--- config.mk ---
export PLATFORM = sky130hd
export DESIGN_NAME = program_loader_flat
export DESIGN_NICKNAME = d
export VERILOG_FILES = /design/src/rtl/program_loader_if.sv /design/src/rtl/program_loader.sv /design/src/flat_wrapper.sv
export SDC_FILE = /design/constraint.sdc
export NUM_CORES = 1
export LEC_CHECK = 0
export CAP_MARGIN = 15
export CORE_MARGIN = 10
export CORE_UTILIZATION = 46
export DETAILED_ROUTE_END_ITERATION = 12
export PLACE_DENSITY = 0.77
export RECOVER_POWER = 100
export SLEW_MARGIN = 0
export SYNTH_ARGS = -nofsm -noshare
export SYNTH_HDL_FRONTEND = slang
export SYNTH_SLANG_ARGS = --single-unit
--- constraint.sdc ---
create_clock -name clk -period 1.6 [get_ports clk]
set_input_delay 0.4 -clock clk [delete_from_list [all_inputs] [get_ports clk]]
set_output_delay 0.4 -clock clk [all_outputs]
set_load 0.02 [all_outputs]
--- src/rtl/program_loader_if.sv ---
// Byte-stream input and instruction-memory write port shared by the loader and its host.
// Stream handshake: a byte moves on a rising edge where in_valid && in_ready; the source holds in_data while in_valid is high and in_ready is low.
interface program_loader_if #(
  parameter int ADDR_W  = 12,
  parameter int INSTR_W = 19
);
  logic [7:0]         in_data;
  logic               in_valid;
  logic               in_ready;
  logic               wr_en;
  logic [ADDR_W-1:0]  wr_addr;
  logic [INSTR_W-1:0] wr_data;

  modport master (
    output in_data, in_valid,
    input  in_ready, wr_en, wr_addr, wr_data
  );

  modport slave (
    input  in_data, in_valid,
    output in_ready, wr_en, wr_addr, wr_data
  );
endinterface

--- src/rtl/program_loader.sv ---
// Packs a little-endian byte stream, three bytes per word, into instruction words.
// Each word is written to consecutive memory addresses, starting at a latched base address.
module program_loader #(
  parameter int ADDR_W  = 12,
  parameter int INSTR_W = 19
) (
  input  logic              clk,
  input  logic              rst,
  input  logic              start,
  input  logic [ADDR_W-1:0] base_addr,
  input  logic [ADDR_W:0]   word_count,
  program_loader_if.slave   bus,
  output logic              busy,
  output logic              done,
  output logic              err,
  output logic [1:0]        fsm_state
);
  localparam int HI_W = INSTR_W - 16;

  typedef enum logic [1:0] {IDLE, LOAD, WRITE, DONE} state_t;

  state_t             state_q, state_d;
  logic [1:0]         byte_idx;
  logic [7:0]         byte0, byte1;
  logic [ADDR_W-1:0]  addr_q;
  logic [ADDR_W:0]    remain_q;
  logic [ADDR_W-1:0]  wr_addr_q;
  logic [INSTR_W-1:0] wr_data_q;
  logic               err_q;
  logic               ready_c, wr_en_c, busy_c, done_c;
  logic               xfer;
  logic               start_ok;

  assign xfer     = ready_c && bus.in_valid;
  assign start_ok = (state_q == IDLE) && start;

  always_ff @(posedge clk) begin
    if (rst) state_q <= IDLE;
    else     state_q <= state_d;
  end

  always_comb begin
    state_d = state_q;
    ready_c = 1'b0;
    wr_en_c = 1'b0;
    busy_c  = 1'b0;
    done_c  = 1'b0;
    case (state_q)
      IDLE: begin
        if (start) state_d = (word_count == '0) ? DONE : LOAD;
      end
      LOAD: begin
        ready_c = 1'b1;
        busy_c  = 1'b1;
        if (bus.in_valid && byte_idx == 2'd2) state_d = WRITE;
      end
      WRITE: begin
        wr_en_c = 1'b1;
        busy_c  = 1'b1;
        state_d = (remain_q == (ADDR_W+1)'(1)) ? DONE : LOAD;
      end
      DONE: begin
        done_c  = 1'b1;
        state_d = IDLE;
      end
      default: state_d = IDLE;
    endcase
  end

  // The outgoing word and address are captured with the third byte so they
  // hold steady after the write strobe until the next word replaces them.
  always_ff @(posedge clk) begin
    if (rst) begin
      byte_idx  <= 2'd0;
      byte0     <= 8'd0;
      byte1     <= 8'd0;
      addr_q    <= '0;
      remain_q  <= '0;
      wr_addr_q <= '0;
      wr_data_q <= '0;
      err_q     <= 1'b0;
    end else begin
      if (start_ok) begin
        addr_q   <= base_addr;
        remain_q <= word_count;
        err_q    <= 1'b0;
        byte_idx <= 2'd0;
      end
      if (xfer) begin
        case (byte_idx)
          2'd0: begin
            byte0    <= bus.in_data;
            byte_idx <= 2'd1;
          end
          2'd1: begin
            byte1    <= bus.in_data;
            byte_idx <= 2'd2;
          end
          default: begin
            wr_data_q <= {bus.in_data[HI_W-1:0], byte1, byte0};
            wr_addr_q <= addr_q;
            byte_idx  <= 2'd0;
            if ((bus.in_data >> HI_W) != 8'd0) err_q <= 1'b1;
          end
        endcase
      end
      if (state_q == WRITE) begin
        addr_q   <= addr_q + ADDR_W'(1);
        remain_q <= remain_q - (ADDR_W+1)'(1);
      end
    end
  end

  assign bus.in_ready = ready_c;
  assign bus.wr_en    = wr_en_c;
  assign bus.wr_addr  = wr_addr_q;
  assign bus.wr_data  = wr_data_q;
  assign busy         = busy_c;
  assign done         = done_c;
  assign err          = err_q;
  assign fsm_state    = state_q;
endmodule

--- src/flat_wrapper.sv ---
// flat-port wrapper written by rule: the top's interface ports become plain ports
module program_loader_flat 
#(
  parameter int ADDR_W  = 12,
  parameter int INSTR_W = 19
)
  (clk, rst, start, base_addr, word_count, busy, done, err, fsm_state, bus_in_data, bus_in_valid, bus_in_ready, bus_wr_en, bus_wr_addr, bus_wr_data);
  program_loader_if #(.ADDR_W(ADDR_W), .INSTR_W(INSTR_W)) bus_i ();
  input  logic clk;
  input  logic rst;
  input  logic start;
  input  logic [ADDR_W-1:0] base_addr;
  input  logic [ADDR_W:0] word_count;
  output logic busy;
  output logic done;
  output logic err;
  output logic [1:0] fsm_state;
  input wire logic [$bits(bus_i.in_data)-1:0] bus_in_data;
  input wire logic [$bits(bus_i.in_valid)-1:0] bus_in_valid;
  output wire logic [$bits(bus_i.in_ready)-1:0] bus_in_ready;
  output wire logic [$bits(bus_i.wr_en)-1:0] bus_wr_en;
  output wire logic [$bits(bus_i.wr_addr)-1:0] bus_wr_addr;
  output wire logic [$bits(bus_i.wr_data)-1:0] bus_wr_data;
  assign bus_i.in_data = bus_in_data;
  assign bus_i.in_valid = bus_in_valid;
  assign bus_in_ready = bus_i.in_ready;
  assign bus_wr_en = bus_i.wr_en;
  assign bus_wr_addr = bus_i.wr_addr;
  assign bus_wr_data = bus_i.wr_data;
  program_loader #(.ADDR_W(ADDR_W), .INSTR_W(INSTR_W)) u_core (.clk(clk), .rst(rst), .start(start), .base_addr(base_addr), .word_count(word_count), .bus(bus_i), .busy(busy), .done(done), .err(err), .fsm_state(fsm_state));
endmodule
==> reports/results.tsv <==
stage	metric	value	unit
sta	fin crit share	1.031	
setup_path	Worst path max stage delay	370	ps
logic_synthesis	largest cells by area after synthesis	dfxtp_1 45%, nand2_1 12%, a21oi_1 9.0%, ha_1 2.9%, a211oi_1 2.4%	
die	Die Span X	106.4	um
outcome	violated checks	negative setup slack	
cts	clock root cell	clkbuf_8	
logic_synthesis	ys async rst share	0	
finish	layout overhead on the synthesized area	49.13	%
die	# IOs	75	
routing	first-pass iteration count of the detailed router	6	
setup_path	Setup CP Type	flop to flop	
grt	GRT busiest layer	met2	
power	Final Power	7.675	mW
outcome	status	finished with violations	
logic_synthesis	Post-Syn Area	0.003433	mm2
setup_path	Setup crit end kind	flop	
power	worst vdd rail ir drop	1238	uV
hold_path	hold path endpoint	u_core.bus.wr_addr[9]	
grt	vias in the first global route	3430	
job	MaxCap Viol Count	0	
cts	worst skew pair latency	350	ps
place	placed cells	625	
hold_path	worst min-delay path category	flop to flop	
setup_path	reg2reg setup slack	-50	ps
grt	largest net degree at the start of global routing	63	
setup_path	data required time of the worst path	1880	ps
logic_synthesis	sequential share of the synthesized area	0.4490	
cts	TritonCTS clock tree	yes	
grt	met3 Use GR	0.03684	
sta	Setup TNS	-201.9	ps
logic_synthesis	leading area contributor after synthesis	dfxtp_1	
logic_synthesis	Post-synth EDFFs	0	
logic_synthesis	main flop type after synthesis	dfxtp_1	
routing	drt via density	5.546	
finish	Final Non-Filler Cells	654	
logic_synthesis	Synthesis Warnings	0	
setup_path	arrival time at the worst endpoint	1930	ps
die	# rows	31	
sta	Layout Skew	12.41	ps
routing	final WL	10720	um
routing	1st-iter DRT viols	281	
finish	diode count	0	
die	core box area	0.007253	mm2
logic_synthesis	cells after synthesis	425	
setup_path	Buffers & Inverters on Critical Path	2	
logic_synthesis	syn nets	470	
grt	routing usage on met1	0.2131	
sta	RSZ-0062 raised after global routing	true	
place	PortBufs	74	
routing	DRC Markers	0	
cts	Reg clk slew, reported paths	80	ps
finish	commonest non-fill, non-tap cells in the layout	106 x nand2_1, 75 x dfxtp_1, 57 x a21oi_1, 51 x buf_4, 35 x clkdlybuf4s50_1	
die	Die Area	0.01132	mm2
setup_path	Startpoint Class	flop	
sta	fmax	606.4	MHz
setup_path	Worst R2R Start	u_core.fsm_state[1]	
routing	via count of the routed design	3627	
sta	final setup violation count	6	
power	Pwr per Cell Area	1499	mW/mm2
setup_path	CP max-delay cell	dfxtp_4	
place	post-place setup slack	-310.9	ps
setup_path	FF-to-FF End	u_core.addr_q[6]	
die	die extent in y	106.4	um
hold_path	Hold Path Stages	2	
grt	total gr overflow	0	
setup_path	crit-path max FO	6	
setup_path	Critical path origin	u_core.fsm_state[1]	
sta	worst slew pin tran	439.9	ps
setup_path	R2R cell count	7	
hold_path	hold_sp	u_core.bus.wr_addr[9]	
cts	clock sink count	77	
logic_synthesis	count of different cell masters after synthesis	51	
logic_synthesis	post-synthesis register bit count	77	
finish	Layout fillers	558	
finish	leading cell type in the layout, fill and taps excluded	nand2_1	
grt	GRT met2 Usage	0.2902	
sta	hold_ws	449.7	ps
die	Initial Utilization	0.4733	
finish	Final #Nets	595	
sta	Rel. slew slack	0.7045	
finish	layout cells sized above 1	0.2450	
sta	min Tclk post-route	1649	ps
grt	first-pass GRT wire length	16650	um
grt	initial antenna violation count	0	
grt	GRT Overall Usage	0.1763	
routing	drt wl/cell	16.39	um
setup_path	cell family with most CP delay	simple AND/OR/NAND/NOR gates	
cts	maximum buffer depth of the clock tree	2	
logic_synthesis	Yosys top cell area share	0.4490	
place	GPL Wtd Cong	0.8742	
sta	post-route setup slack	-49.09	ps
place	placed wire-length estimate	6993	um
power	Leak Pwr	2.004	nW
cts	H-Tree Depth	3	
setup_path	CP Cell Sequence	buf_6 > ha_4 > buf_12 > and3_4 > nand4_1 > or3_1 > a31oi_1	
sta	max-slew violations	0	
routing	Final ANT Viol Nets	0	
sta	Hold Vio Cnt, Final	0	
cts	Inserted Clock Buffers	9	
logic_synthesis	synthesized area per cell	8.078	um2
==> cells in the mapped netlist, types with 4 or more instances <==
library cell	count
nor4_1	7
a31oi_1	4
nand3_1	10
nand2_1	109
a21oi_1	62
nor2_1	22
dfxtp_1	77
inv_1	7
ha_1	8
clkbuf_1	12
a311oi_1	4
and3_1	9
a211oi_1	11
nor3_1	5
nand4_1	7
o21ai_0	9
buf_2	13
==> tightest hold or removal path, stage by stage, from the launching register on <==
cell	delay, ps
dfxtp_1	310
nand2_1	50
a21oi_1	50
==> through the flow <==
stage          instance area [um2]  utilization
2_1_floorplan                 3461            -
3_3_place_gp                  4637       0.6393
3_5_place_dp                  4637       0.6393
4_1_cts                       4995       0.6886
5_1_grt                       5120       0.7059
6_report                      5120       0.7059
==> final cells by class <==
cell class / count / area, um2 / share of cell area
clock buffers: 11 / 131.4 / 0.02566
inverters: 7 / 32.53 / 0.006354
clock inverters: 5 / 58.81 / 0.01149
repair buffers: 141 / 1270 / 0.2480
flip-flops and latches: 77 / 1549 / 0.3025
multi-input cells: 314 / 1954 / 0.3817
well taps: 99 / 123.9 / 0.02419
==> state kept, by name, indices dropped and copies added, names as in the netlist <==
register / count
u_core.bus.wr_data: 19
u_core.remain_q: 13
u_core.addr_q: 12
u_core.bus.wr_addr: 12
u_core.byte0: 8
u_core.byte1: 8
u_core.byte_idx: 2
u_core.fsm_state: 2
u_core.err: 1
==> repair_timing <==
| item | in CTS | in global routing |
|---|---|---|
| gates cloned | 2 | 1 |
| endpoints found under the setup margin | 62 | 49 |
| pin swaps | 9 | 26 |
| gates resized for setup | 83 | 30 |
| hold buffers | 0 | 0 |
| buffers inserted | 7 | 5 |
==> worst max-delay path by stage <==
| stage | endpoint | slack [ps] | cells after the start |
|---|---|---|---|
| 6_report | u_core.addr_q[6] | -50 | 7 |
| 4_1_cts | u_core.addr_q[8] | -140 | 8 |
| 3_3_place_gp | u_core.fsm_state[1] | -310 | 5 |
| 5_1_grt | u_core.fsm_state[1] | -140 | 8 |
| 2_1_floorplan | u_core.byte0[7] | -50 | 7 |
| 3_5_place_dp | u_core.fsm_state[1] | -310 | 5 |
==> cells by family after synthesis <==
logic type	count (synthesis)	share of synthesized area
AND/OR/NAND/NOR	193	0.2755
flip-flops	77	0.4490
buffers and inverters	35	0.04300
XOR/XNOR	1	0.002551
multiplexers	1	0.004372
AO/OA/AOI/OAI	110	0.1964
adder cells (fa/ha/maj)	8	0.02916
==> metal layers <==
metal / share of wire / up-vias
met5: 0 / -
met4: 0.036 / 0
met3: 0.071 / 34
met2: 0.49 / 161
met1: 0.41 / 1669
li1: - / 1763
==> power breakdown <==
part,internal (mW),switching (mW)
clock network,0.725,0.715
logic,1.81,1.83
registers,2.21,0.385
No activity file was read; power rests on OpenSTA's default activity.
